**src/rtl/mycpu_pkg.sv**
```systemverilog
`default_nettype none
// ============================================================================
// Module   : mycpu_pkg
// Brief    : Shared pipeline defaults, writeback lane record and trace FSM states
// Revision : 1.0
// ============================================================================
package mycpu_pkg;

  localparam int c_lanes       = 2;
  localparam int c_xlen        = 32;
  localparam int c_rf_aw       = 5;
  localparam int c_csr_iw      = 14;
  localparam int c_ecode_w     = 6;
  localparam int c_esubcode_w  = 3;
  localparam int c_excp_num_w  = c_esubcode_w + c_ecode_w;

  // Field widths follow the package defaults; width parameters must match them.
  typedef struct packed {
    logic [c_xlen-1:0]       pc;
    logic                    gr_we;
    logic [c_rf_aw-1:0]      dest;
    logic [c_xlen-1:0]       result;
    logic                    excp;
    logic [c_excp_num_w-1:0] excp_num;
    logic                    ertn;
    logic                    csr_we;
    logic [c_csr_iw-1:0]     csr_idx;
    logic [c_xlen-1:0]       csr_wdata;
  } lane_t;

  typedef enum logic [0:0] {
    ST_IDLE  = 1'b0,
    ST_DRAIN = 1'b1
  } wb_state_e;

endpackage
`default_nettype wire

```
**src/rtl/wb_commit_stage_if.sv**
```systemverilog
`default_nettype none
// ============================================================================
// Module   : wb_commit_stage_if
// Brief    : Memory-stage to writeback-stage issue-group handshake bundle
// Revision : 1.0
// ============================================================================
interface wb_commit_stage_if
  import mycpu_pkg::*;
#(
  parameter int LANES   = c_lanes,
  parameter int XLEN    = c_xlen,
  parameter int RF_AW   = c_rf_aw,
  parameter int CSR_IW  = c_csr_iw,
  parameter int ECODE_W = c_excp_num_w
);
  logic                       ws_allowin;
  logic                       ms_to_ws_valid;
  logic [LANES-1:0]           ms_lane_valid;
  logic [LANES*XLEN-1:0]      ms_pc;
  logic [LANES-1:0]           ms_gr_we;
  logic [LANES*RF_AW-1:0]     ms_dest;
  logic [LANES*XLEN-1:0]      ms_result;
  logic [LANES-1:0]           ms_excp;
  logic [LANES*ECODE_W-1:0]   ms_excp_num;
  logic [LANES-1:0]           ms_ertn;
  logic [LANES-1:0]           ms_csr_we;
  logic [LANES*CSR_IW-1:0]    ms_csr_idx;
  logic [LANES*XLEN-1:0]      ms_csr_wdata;

  modport master (
    input  ws_allowin,
    output ms_to_ws_valid, ms_lane_valid, ms_pc, ms_gr_we, ms_dest, ms_result,
           ms_excp, ms_excp_num, ms_ertn, ms_csr_we, ms_csr_idx, ms_csr_wdata
  );

  modport slave (
    output ws_allowin,
    input  ms_to_ws_valid, ms_lane_valid, ms_pc, ms_gr_we, ms_dest, ms_result,
           ms_excp, ms_excp_num, ms_ertn, ms_csr_we, ms_csr_idx, ms_csr_wdata
  );
endinterface
`default_nettype wire

```
**src/rtl/wb_commit_mask.sv**
```systemverilog
`default_nettype none
// ============================================================================
// Module   : wb_commit_mask
// Brief    : Per-group exception/ertn priority, commit mask and GR write dedup
// Revision : 1.0
// ============================================================================
module wb_commit_mask #(
  parameter int LANES = 2,
  parameter int RF_AW = 5,
  parameter int K_W   = 1,
  parameter int CNT_W = 2
) (
  input  wire logic [LANES-1:0]       lane_valid,
  input  wire logic [LANES-1:0]       excp,
  input  wire logic [LANES-1:0]       ertn,
  input  wire logic [LANES-1:0]       gr_we,
  input  wire logic [LANES*RF_AW-1:0] dest,
  output logic      [LANES-1:0]       commit,
  output logic      [LANES-1:0]       gr_elig,
  output logic      [LANES-1:0]       rf_mask,
  output logic                        found,
  output logic                        k_excp,
  output logic      [K_W-1:0]         k_idx,
  output logic      [CNT_W-1:0]       n_commit
);

  always_comb begin
    found = 1'b0;
    k_idx = '0;
    for (int i = 0; i < LANES; i++) begin
      if (!found && lane_valid[i] && (excp[i] || ertn[i])) begin
        found = 1'b1;
        k_idx = K_W'(i);
      end
    end
  end

  assign k_excp = found && excp[k_idx];

  // Lane k stays committed only when it is a pure ertn; it still never writes GR.
  always_comb begin
    commit   = '0;
    gr_elig  = '0;
    n_commit = '0;
    for (int i = 0; i < LANES; i++) begin
      commit[i]  = lane_valid[i] &&
                   (!found || (K_W'(i) < k_idx) || ((K_W'(i) == k_idx) && !excp[i]));
      gr_elig[i] = commit[i] && gr_we[i] && !(found && (K_W'(i) == k_idx));
      n_commit   = n_commit + CNT_W'(commit[i]);
    end
  end

  always_comb begin
    rf_mask = gr_elig;
    for (int i = 0; i < LANES; i++) begin
      for (int j = i + 1; j < LANES; j++) begin
        if (gr_elig[j] && (dest[j*RF_AW +: RF_AW] == dest[i*RF_AW +: RF_AW]) &&
            (dest[i*RF_AW +: RF_AW] != '0)) begin
          rf_mask[i] = 1'b0;
        end
      end
    end
  end

endmodule
`default_nettype wire

```
**src/rtl/wb_commit_stage.sv**
```systemverilog
`default_nettype none
// ============================================================================
// Module   : wb_commit_stage
// Brief    : Multi-lane writeback/commit stage with serialised trace port
// Revision : 1.0
// ============================================================================
module wb_commit_stage
  import mycpu_pkg::*;
#(
  parameter int LANES   = c_lanes,
  parameter int XLEN    = c_xlen,
  parameter int RF_AW   = c_rf_aw,
  parameter int CSR_IW  = c_csr_iw,
  parameter int ECODE_W = c_excp_num_w
) (
  input  wire logic               clk,
  input  wire logic               reset,
  wb_commit_stage_if.slave        ms,
  output logic [LANES-1:0]        rf_we,
  output logic [LANES*RF_AW-1:0]  rf_waddr,
  output logic [LANES*XLEN-1:0]   rf_wdata,
  output logic [LANES-1:0]        ws_fwd_valid,
  output logic                    csr_we,
  output logic [CSR_IW-1:0]       csr_idx,
  output logic [XLEN-1:0]         csr_wdata,
  output logic                    excp_flush,
  output logic                    ertn_flush,
  output logic [XLEN-1:0]         excp_pc,
  output logic [ECODE_W-1:0]      excp_num,
  output logic [XLEN-1:0]         debug_wb_pc,
  output logic [3:0]              debug_wb_rf_we,
  output logic [RF_AW-1:0]        debug_wb_rf_wnum,
  output logic [XLEN-1:0]         debug_wb_rf_wdata
);

  localparam int CNT_W = $clog2(LANES + 1);
  localparam int K_W   = (LANES > 1) ? $clog2(LANES) : 1;

  lane_t              r_lane [LANES];
  logic [LANES-1:0]   r_lane_valid;
  logic               r_ws_valid;
  logic               r_first;
  logic [CNT_W-1:0]   r_cnt;
  wb_state_e          r_state;
  wb_state_e          w_state_nxt;

  logic [LANES-1:0]       w_excp, w_ertn, w_gr_we;
  logic [LANES*RF_AW-1:0] w_dest;
  logic [LANES-1:0]       w_commit, w_elig, w_rf_mask;
  logic                   w_found, w_k_excp;
  logic [K_W-1:0]         w_k;
  logic [CNT_W-1:0]       w_n_commit;
  logic [CNT_W-1:0]       w_seen;
  logic                   w_last, w_allowin, w_capture;

  always_comb begin
    w_excp  = '0;
    w_ertn  = '0;
    w_gr_we = '0;
    w_dest  = '0;
    for (int i = 0; i < LANES; i++) begin
      w_excp[i]                 = r_lane[i].excp;
      w_ertn[i]                 = r_lane[i].ertn;
      w_gr_we[i]                = r_lane[i].gr_we;
      w_dest[i*RF_AW +: RF_AW]  = r_lane[i].dest;
    end
  end

  wb_commit_mask #(
    .LANES (LANES),
    .RF_AW (RF_AW),
    .K_W   (K_W),
    .CNT_W (CNT_W)
  ) u_mask (
    .lane_valid (r_lane_valid),
    .excp       (w_excp),
    .ertn       (w_ertn),
    .gr_we      (w_gr_we),
    .dest       (w_dest),
    .commit     (w_commit),
    .gr_elig    (w_elig),
    .rf_mask    (w_rf_mask),
    .found      (w_found),
    .k_excp     (w_k_excp),
    .k_idx      (w_k),
    .n_commit   (w_n_commit)
  );

  // A group with nothing committed still occupies one trace cycle.
  assign w_last    = (w_n_commit == '0) || (r_cnt == (w_n_commit - CNT_W'(1)));
  assign w_allowin = !reset && (!r_ws_valid || ((r_state == ST_DRAIN) && w_last));
  assign w_capture = w_allowin && ms.ms_to_ws_valid;
  assign ms.ws_allowin = w_allowin;

  always_ff @(posedge clk or posedge reset) begin
    if (reset) r_state <= ST_IDLE;
    else       r_state <= w_state_nxt;
  end

  always_comb begin
    w_state_nxt = r_state;
    case (r_state)
      ST_IDLE:  if (w_capture) w_state_nxt = ST_DRAIN;
      ST_DRAIN: if (w_last && !w_capture) w_state_nxt = ST_IDLE;
      default:  w_state_nxt = ST_IDLE;
    endcase
  end

  always_ff @(posedge clk or posedge reset) begin
    if (reset) begin
      r_ws_valid   <= 1'b0;
      r_first      <= 1'b0;
      r_cnt        <= '0;
      r_lane_valid <= '0;
      for (int i = 0; i < LANES; i++) r_lane[i] <= '0;
    end else begin
      r_first <= w_capture;
      if (w_capture) begin
        r_ws_valid   <= 1'b1;
        r_cnt        <= '0;
        r_lane_valid <= ms.ms_lane_valid;
        for (int i = 0; i < LANES; i++) begin
          r_lane[i].pc        <= ms.ms_pc[i*XLEN +: XLEN];
          r_lane[i].gr_we     <= ms.ms_gr_we[i];
          r_lane[i].dest      <= ms.ms_dest[i*RF_AW +: RF_AW];
          r_lane[i].result    <= ms.ms_result[i*XLEN +: XLEN];
          r_lane[i].excp      <= ms.ms_excp[i];
          r_lane[i].excp_num  <= ms.ms_excp_num[i*ECODE_W +: ECODE_W];
          r_lane[i].ertn      <= ms.ms_ertn[i];
          r_lane[i].csr_we    <= ms.ms_csr_we[i];
          r_lane[i].csr_idx   <= ms.ms_csr_idx[i*CSR_IW +: CSR_IW];
          r_lane[i].csr_wdata <= ms.ms_csr_wdata[i*XLEN +: XLEN];
        end
      end else if (r_state == ST_DRAIN) begin
        if (w_last) r_ws_valid <= 1'b0;
        else        r_cnt      <= r_cnt + CNT_W'(1);
      end
    end
  end

  always_comb begin
    rf_we             = '0;
    rf_waddr          = '0;
    rf_wdata          = '0;
    ws_fwd_valid      = '0;
    csr_we            = 1'b0;
    csr_idx           = '0;
    csr_wdata         = '0;
    excp_flush        = 1'b0;
    ertn_flush        = 1'b0;
    excp_pc           = '0;
    excp_num          = '0;
    debug_wb_pc       = '0;
    debug_wb_rf_we    = '0;
    debug_wb_rf_wnum  = '0;
    debug_wb_rf_wdata = '0;
    w_seen            = '0;
    for (int i = 0; i < LANES; i++) begin
      rf_waddr[i*RF_AW +: RF_AW] = r_lane[i].dest;
      rf_wdata[i*XLEN +: XLEN]   = r_lane[i].result;
    end
    if (r_ws_valid) begin
      ws_fwd_valid = w_rf_mask;
      if (r_first) begin
        rf_we = w_rf_mask;
        if (w_found && w_k_excp) begin
          excp_flush = 1'b1;
          excp_pc    = r_lane[w_k].pc;
          excp_num   = r_lane[w_k].excp_num;
        end
        ertn_flush = w_found && !w_k_excp;
        for (int i = 0; i < LANES; i++) begin
          if (r_lane[i].csr_we && w_commit[i]) begin
            csr_we    = 1'b1;
            csr_idx   = r_lane[i].csr_idx;
            csr_wdata = r_lane[i].csr_wdata;
          end
        end
      end
    end
    // r_cnt is the rank among committed lanes of the one presented this cycle.
    if (r_state == ST_DRAIN) begin
      for (int i = 0; i < LANES; i++) begin
        if (w_commit[i]) begin
          if (w_seen == r_cnt) begin
            debug_wb_pc       = r_lane[i].pc;
            debug_wb_rf_we    = {4{w_elig[i]}};
            debug_wb_rf_wnum  = r_lane[i].dest;
            debug_wb_rf_wdata = r_lane[i].result;
          end
          w_seen = w_seen + CNT_W'(1);
        end
      end
    end
  end

endmodule
`default_nettype wire

```
**src/flat_wrapper.sv**
```systemverilog
// flat-port wrapper written by rule: the top's interface ports become plain ports
module wb_commit_stage_flat import mycpu_pkg::*;
#(
  parameter int LANES   = c_lanes,
  parameter int XLEN    = c_xlen,
  parameter int RF_AW   = c_rf_aw,
  parameter int CSR_IW  = c_csr_iw,
  parameter int ECODE_W = c_excp_num_w
)
  (clk, reset, rf_we, rf_waddr, rf_wdata, ws_fwd_valid, csr_we, csr_idx, csr_wdata, excp_flush, ertn_flush, excp_pc, excp_num, debug_wb_pc, debug_wb_rf_we, debug_wb_rf_wnum, debug_wb_rf_wdata, ms_ws_allowin, ms_ms_to_ws_valid, ms_ms_lane_valid, ms_ms_pc, ms_ms_gr_we, ms_ms_dest, ms_ms_result, ms_ms_excp, ms_ms_excp_num, ms_ms_ertn, ms_ms_csr_we, ms_ms_csr_idx, ms_ms_csr_wdata);
  wb_commit_stage_if #(.LANES(LANES), .XLEN(XLEN), .RF_AW(RF_AW), .CSR_IW(CSR_IW), .ECODE_W(ECODE_W)) ms_i ();
  input  wire logic clk;
  input  wire logic reset;
  output logic [LANES-1:0] rf_we;
  output logic [LANES*RF_AW-1:0] rf_waddr;
  output logic [LANES*XLEN-1:0] rf_wdata;
  output logic [LANES-1:0] ws_fwd_valid;
  output logic csr_we;
  output logic [CSR_IW-1:0] csr_idx;
  output logic [XLEN-1:0] csr_wdata;
  output logic excp_flush;
  output logic ertn_flush;
  output logic [XLEN-1:0] excp_pc;
  output logic [ECODE_W-1:0] excp_num;
  output logic [XLEN-1:0] debug_wb_pc;
  output logic [3:0] debug_wb_rf_we;
  output logic [RF_AW-1:0] debug_wb_rf_wnum;
  output logic [XLEN-1:0] debug_wb_rf_wdata;
  output wire logic [$bits(ms_i.ws_allowin)-1:0] ms_ws_allowin;
  input wire logic [$bits(ms_i.ms_to_ws_valid)-1:0] ms_ms_to_ws_valid;
  input wire logic [$bits(ms_i.ms_lane_valid)-1:0] ms_ms_lane_valid;
  input wire logic [$bits(ms_i.ms_pc)-1:0] ms_ms_pc;
  input wire logic [$bits(ms_i.ms_gr_we)-1:0] ms_ms_gr_we;
  input wire logic [$bits(ms_i.ms_dest)-1:0] ms_ms_dest;
  input wire logic [$bits(ms_i.ms_result)-1:0] ms_ms_result;
  input wire logic [$bits(ms_i.ms_excp)-1:0] ms_ms_excp;
  input wire logic [$bits(ms_i.ms_excp_num)-1:0] ms_ms_excp_num;
  input wire logic [$bits(ms_i.ms_ertn)-1:0] ms_ms_ertn;
  input wire logic [$bits(ms_i.ms_csr_we)-1:0] ms_ms_csr_we;
  input wire logic [$bits(ms_i.ms_csr_idx)-1:0] ms_ms_csr_idx;
  input wire logic [$bits(ms_i.ms_csr_wdata)-1:0] ms_ms_csr_wdata;
  assign ms_ws_allowin = ms_i.ws_allowin;
  assign ms_i.ms_to_ws_valid = ms_ms_to_ws_valid;
  assign ms_i.ms_lane_valid = ms_ms_lane_valid;
  assign ms_i.ms_pc = ms_ms_pc;
  assign ms_i.ms_gr_we = ms_ms_gr_we;
  assign ms_i.ms_dest = ms_ms_dest;
  assign ms_i.ms_result = ms_ms_result;
  assign ms_i.ms_excp = ms_ms_excp;
  assign ms_i.ms_excp_num = ms_ms_excp_num;
  assign ms_i.ms_ertn = ms_ms_ertn;
  assign ms_i.ms_csr_we = ms_ms_csr_we;
  assign ms_i.ms_csr_idx = ms_ms_csr_idx;
  assign ms_i.ms_csr_wdata = ms_ms_csr_wdata;
  wb_commit_stage #(.LANES(LANES), .XLEN(XLEN), .RF_AW(RF_AW), .CSR_IW(CSR_IW), .ECODE_W(ECODE_W)) u_core (.clk(clk), .reset(reset), .ms(ms_i), .rf_we(rf_we), .rf_waddr(rf_waddr), .rf_wdata(rf_wdata), .ws_fwd_valid(ws_fwd_valid), .csr_we(csr_we), .csr_idx(csr_idx), .csr_wdata(csr_wdata), .excp_flush(excp_flush), .ertn_flush(ertn_flush), .excp_pc(excp_pc), .excp_num(excp_num), .debug_wb_pc(debug_wb_pc), .debug_wb_rf_we(debug_wb_rf_we), .debug_wb_rf_wnum(debug_wb_rf_wnum), .debug_wb_rf_wdata(debug_wb_rf_wdata));
endmodule
```
**config.mk**
```make
export PLATFORM = sky130hd
export DESIGN_NAME = wb_commit_stage_flat
export DESIGN_NICKNAME = d
export VERILOG_FILES = /design/src/rtl/mycpu_pkg.sv /design/src/rtl/wb_commit_stage_if.sv /design/src/rtl/wb_commit_mask.sv /design/src/rtl/wb_commit_stage.sv /design/src/flat_wrapper.sv
export SDC_FILE = /design/constraint.sdc
export NUM_CORES = 1
export LEC_CHECK = 0
export ABC_AREA = 1
export BUFFER_PORTS_ARGS = -buffer_cell sky130_fd_sc_hd__buf_2
export CELL_PAD_IN_SITES_DETAIL_PLACEMENT = 0
export CELL_PAD_IN_SITES_GLOBAL_PLACEMENT = 1
export CORE_MARGIN = 1.5
export CORE_UTILIZATION = 32
export DETAILED_ROUTE_END_ITERATION = 10
export GPL_TIMING_DRIVEN = 0
export PLACE_DENSITY_LB_ADDON = 0.1
export SLEW_MARGIN = 15
export SYNTH_ARGS = -nofsm -noshare
export SYNTH_HDL_FRONTEND = slang
export SYNTH_HIERARCHICAL = 1
export SYNTH_SLANG_ARGS = --single-unit
```
**constraint.sdc**
```tcl
create_clock -name clk -period 11.1 [get_ports clk]
set_clock_uncertainty 0.1 [all_clocks]
set_input_delay 0.555 -clock clk [delete_from_list [all_inputs] [get_ports clk]]
set_output_delay 0.555 -clock clk [all_outputs]
set_load 0.03 [all_outputs]
```
* Word-level counts from Yosys, hierarchy flattened
Index checks and enable logic that the tools add are counted.
** Word-level totals
- Register bits :: 263
- Input port bits :: 261
- Output and inout bits :: 242
- Logic and storage cells :: 154
** Cells by class
- Add/subtract/negate cells :: 3
- Magnitude comparators :: 4
- Eq/ne operators :: 4
- Multiplexer cells :: 66
- Bitwise gates (word level) :: 3
- Reduce and logical (&&, ||, !) cells :: 49
** Operators by type and width (number)
- 32-bit 2-to-1 mux :: 17
- 128-bit 2-to-1 mux :: 3
- 14-bit 2-to-1 mux :: 4
- 9-bit 2-to-1 mux :: 3
- 5-bit 2-to-1 mux :: 5
- 1-bit logical AND :: 24
- 1-bit 2-to-1 mux :: 21
- 4-bit 2-to-1 mux :: 5
- 2-bit 2-to-1 mux :: 7
- 1-bit logical NOT :: 10
- 1-bit logical OR :: 8
- 5-bit equality test :: 1
- 5-bit nonzero test :: 1
- 2-bit equality test :: 2
- 2-bit logical NOT :: 2
- 2-bit AND reduction :: 2
- 2-bit nonzero test :: 2
- 1-bit by 1-bit adder with 2-bit output :: 1
- 2-bit by 1-bit adder with 2-bit output (second input constant) :: 1
- 2-bit >= comparator (second input constant) :: 1
- 1-bit < comparator (first input constant) :: 2
- 1-bit by 2-bit < comparator with 1-bit output (second input constant) :: 1
- 2-bit != test (second input constant) :: 1
- 1-bit inverter :: 2
- 3 further kinds :: 3

* Logic depth before layout (Yosys ltp)
- Depth after elaboration :: 23
- Gate-level depth with buffers :: 19
- Gate-level depth less buffers :: 16

* Modules after synthesis
Netlist, hierarchy kept.
** Modules (own cells, without submodules)
- wb_commit_stage :: instances 1, cells an instance 1826, area an instance 13985.9 µm², seq. area each 6581.3 µm²
- wb_commit_mask :: instances 1, cells an instance 43, area an instance 217.7 µm², seq. area each 0.0 µm²

* Worst setup path after synthesis
OpenSTA, ideal clock, no wires.
- Kind :: in2out
- Start point :: input port reset
- End point :: output port ms_ws_allowin
- Data arrival time :: 9.359 ns
- Data required time :: 10.445 ns
- Path slack :: 1.086 ns
- Stages :: 5
- Buffers on the path :: 2
- Cell sequence :: inv_2 clkbuf_1 clkbuf_1 nand2_1 inv_1
** On the way
- Longest elaborated chain between the ends :: 2
** Ends and longest elaborated chain
- start: declaration :: line flat_wrapper.sv:13 : input wire logic reset;
- 1-bit logical NOT :: line wb_commit_stage.sv:91 : assign w_allowin = !reset && (!r_ws_valid || ((r_state == ST_DRAIN) && w_last));
- 1-bit logical AND :: line wb_commit_stage.sv:91
- end: declaration :: line flat_wrapper.sv:29 : output wire logic [$bits(ms_i.ws_allowin)-1:0] ms_ws_allowin;
No other way between the ends.

* Worst setup path in the final report
- Start point :: register u_core.r_lane_valid[0]
- End point :: output port debug_wb_rf_we[2]
** On the way
- Longest elaborated chain between the ends :: 17
- Elaborated cells between the ends (all ways) :: 35
- Classes of those cells :: 2 x order compare; 1 x eq/ne; 10 x mux; 1 x bitwise; 21 x reduce/logical
** Ends and longest elaborated chain
- start: declaration :: line wb_commit_stage.sv:40 : logic [LANES-1:0] r_lane_valid;
- start signal: assignment :: line wb_commit_stage.sv:121 : r_lane_valid <= ms.ms_lane_valid;
- 1-bit logical AND :: line wb_commit_mask.sv:31 : if (!found && lane_valid[i] && (excp[i] || ertn[i])) begin
- 1-bit 2-to-1 mux :: line wb_commit_mask.sv:31
- 1-bit logical NOT :: line wb_commit_mask.sv:31
- 1-bit logical AND (2 in series) :: line wb_commit_mask.sv:31
- 1-bit 2-to-1 mux :: line wb_commit_mask.sv:31
- 1-bit < comparator (tied with other cells) :: line wb_commit_mask.sv:47 : (!found || (K_W'(i) < k_idx) || ((K_W'(i) == k_idx) && !excp[i]));
- 1-bit logical OR or 1-bit logical AND (tied branches) :: line wb_commit_mask.sv:47
- 1-bit logical OR :: line wb_commit_mask.sv:47
- 1-bit logical AND (*) :: line wb_commit_mask.sv:46 : commit[i] = lane_valid[i] &&
- named net u_core.w_commit[0] :: line wb_commit_stage.sv:49 : logic [LANES-1:0] w_commit, w_elig, w_rf_mask;
- 1-bit logical AND (2 in series) :: line wb_commit_mask.sv:48 : gr_elig[i] = commit[i] && gr_we[i] && !(found && (K_W'(i) == k_idx));
- 4-bit 2-to-1 mux :: line wb_commit_stage.sv:185 : if (w_seen == r_cnt) begin
- 4-bit 2-to-1 mux :: line wb_commit_stage.sv:184 : if (w_commit[i]) begin
- 4-bit 2-to-1 mux :: line wb_commit_stage.sv:185
- 4-bit 2-to-1 mux (*) :: line wb_commit_stage.sv:184
- 4-bit 2-to-1 mux (*) :: line wb_commit_stage.sv:182 : if (r_state == ST_DRAIN) begin
- end: declaration :: line flat_wrapper.sv:26 : output logic [3:0] debug_wb_rf_we;
The timed path passes the listed nets; every way through them passes the cells marked *. The select of a mux whose other input is x is not followed.

==> out/qor.yml <==
route.detailed.drc: 0
crit_path_start_kind: "flop"
syn2layout_area_growth_pct: 31.67
cts_setup_buffers: 0
path_max_fanout: 10
synth_common_cells: "629 x nand2_1, 263 x dfrtp_1, 260 x nand4_1, 159 x a21oi_1, 122 x clkbuf_1"
p_seq_share_pct: 32.4
io_buffers: 501
min_period_over_period_pct: 37.38
required_ps: 10450
grt_util_all_layers_pct: 27.30
grt_pass1_vias: 14960
path_cells: "inv_1 > nor2_1 > buf_2 > a21boi_0 > o211ai_1 > clkbuf_1 > o21ai_0 > a21oi_1 > buf_4 > buf_2"
power_frac_comb_pct: 46.7
tritoncts: "yes"
tns_ps: 0
hold_viol: 0
leakage_nw: 9.941
drive_gt1_share_pct: 28.85
die_y_um: 213.7
fill_cells: 4780
start_util_pct: 32.26
nets: 2675
synth.net_count: 2133
timing.hold.ws_ps: 157.0
switching_power_mw: 2.531
grt_first_pass_wirelength_um: 92210
wire_per_inst_um: 20.98
path_clk_slew_ps: 60
period_minus_slack_ps: 4149
yosys.area.top_type: "dfrtp_1"
timing.fmax_mhz: 241.0
hpwl_um: 48250
synth.yosys.seq_area_share_pct: 46.34
num_rows: 77
path_class: "reg -> out"
coreArea_sq_mm: 0.04403
cts_hold_buf: 0
antenna_found_initial: 21
swShare_pct: 46.75
syn_area_sq_mm: 0.01420
routed_wl_um: 63710
cts_buffers: 36
cts_max_level: 2
worstSetupEndpointType: "output port"
critPathTopFamily: "buffers and inverters"
die_area_sq_mm: 0.04566
routed.top_layer: "met5"
synth_flop_cell: "dfrtp_1"
synth-edff-count: 0
synthesis.instances: 1869
wl_met1_um: 25990
drtIter0Drc: 1155
tightest_slew_ps: 1155
die_w_um: 213.7
synth_cell_types: 25
ys_warn_count: 6
ir_worst_vdd_mv: 0.1228
synth_top_area_share_pct: 46.34
syn_area_per_cell_sq_um: 7.600
p_per_area_mw_per_mm2: 289.5
path_buf_inv: 5
cpMaxStageDelayCell: "dfrtp_1"
clk_latency_ps: 540
p_int_mw: 2.883
setup_viol: 0
pin_count: 503
crit_arrival_ps: 3490
via_per_inst: 5.078
rsz0062_at_grt: "no"
synth.most_common_cell: "nand2_1"
wl_met2_um: 31060
ant_nets: 0
final_max_slew_viol_count: 0
drtPass1Iterations: 5
dr_wl_met3_um: 4975
cts_root_buf: "clkbuf_16"
overflow: 0
clock_sinks: 263
cts_resized: 0
vias: 15420
crit_path_max_incr_delay_ps: 470
ys_ff_latch: 263
status: "finished, final reports clean"
p_clk_share_pct: 20.9
relSlewSlack_pct: 23.00
place.gp.congestion: 0.8692
clk_path_buf_depth: 3
synthArstFlopShare_pct: 100.0
grt_max_degree: 85
hold_path.class: "in -> reg"
synth.top_cells.by_area: "dfrtp_1 46%, nand2_1 17%, nand4_1 11%"
drv_cap: 0
crit_path_frequent_cell: "buf_2"
==> cell usage in the layout (no fill, tap or decap), drive strengths merged, types with 2 or more instances in the layout <==
cell type	instances
ha	3
nand4	260
inv	30
a21oi	159
nor2	56
clkinv	5
nand2	631
buf	645
xnor2	2
dfrtp	263
diode	11
o21ai	75
nor3	46
nor3b	2
nand3	76
clkbuf	175
==> final timing paths <==
check / endpoint / start / cells after the start / slack (ps)
max: debug_wb_rf_we[2] / u_core/r_lane_valid[0] / 10 / 6950
min: u_core/r_lane[115] / ms_ms_pc[51] / 3 / 160
max reg2reg: u_core/r_lane[105] / u_core/r_lane[185] / 17 / 7690
min reg2reg: u_core/r_lane[164] / u_core/r_lane[164] / 2 / 370
max in group asynchronous: u_core/rf_wdata[21] / reset / 6 / 8340
min in group asynchronous: u_core/r_lane[0] / reset / 4 / 1460
==> tightest hold or removal path, cell delays in order <==
cell,delay (ps)
buf_2,80
nand4_1,70
nand2_1,70
==> cell families after synthesis <==
logic type / after synthesis / share of synthesized area (%)
simple gates: 1071 / 34.08
xor+xnor: 3 / 0.1850
flops: 263 / 46.34
compound gates: 236 / 8.430
fa+ha+maj: 3 / 0.2643
buf+inv: 293 / 10.70
==> power by group through the flow <==
stage	clock network [mW]	registers, mW	logic [mW]
6_report	1.13	1.76	2.53
3_5_place_dp	0	1.76	2.54
2_1_floorplan	0	1.65	1.77
5_1_grt	1.20	1.82	2.78
3_3_place_gp	0	1.75	2.50
4_1_cts	1.16	1.75	2.54
==> routing by layer <==
layer | vias up | GRT usage (%)
li1 | 7383 | -
met1 | 7403 | 33.98
met2 | 517 | 45.56
met3 | 94 | 7.455
met4 | 20 | 9.349
met5 | - | 0
==> layout make-up <==
| cell class | count | area, sq um | area share [%] |
|---|---|---|---|
| Sequential cell | 263 | 6581 | 35.19 |
| Multi-Input combinational cell | 1313 | 6102 | 32.63 |
| Timing Repair Buffer | 504 | 2590 | 13.85 |
| Buffer | 263 | 1419 | 7.587 |
| Clock buffer | 53 | 1066 | 5.700 |
| Tap cell | 592 | 740.7 | 3.961 |
| Inverter | 30 | 112.6 | 0.6021 |
| Clock inverter | 7 | 62.56 | 0.3345 |
| Antenna cell | 11 | 27.53 | 0.1472 |
==> sequential cells by signal, indices dropped and copies added, names as in the netlist <==
signal               cells
u_core/r_first           1
u_core/r_lane          182
u_core/r_lane_valid      2
u_core/rf_waddr         10
u_core/r_state           1
u_core/r_cnt             2
u_core/rf_wdata         64
u_core/r_ws_valid        1
==> stage by stage <==
stage / instance area (sq um) / worst slack, ps / utilization (%) / power [mW] / cells
6_report: 18700 / 6951 / 42.48 / 5.414 / 3036
5_1_grt: 18700 / 6779 / 42.47 / 5.796 / 3035
4_1_cts: 18670 / 6879 / 42.41 / 5.453 / 3025
3_5_place_dp: 17550 / 6887 / 39.85 / 4.295 / 2965
3_3_place_gp: 17450 / 1818 / 39.64 / 4.256 / 2962
2_1_floorplan: 14200 / 5286 / - / 3.424 / 1869
Note: power is estimated with default switching activity, not from simulation.
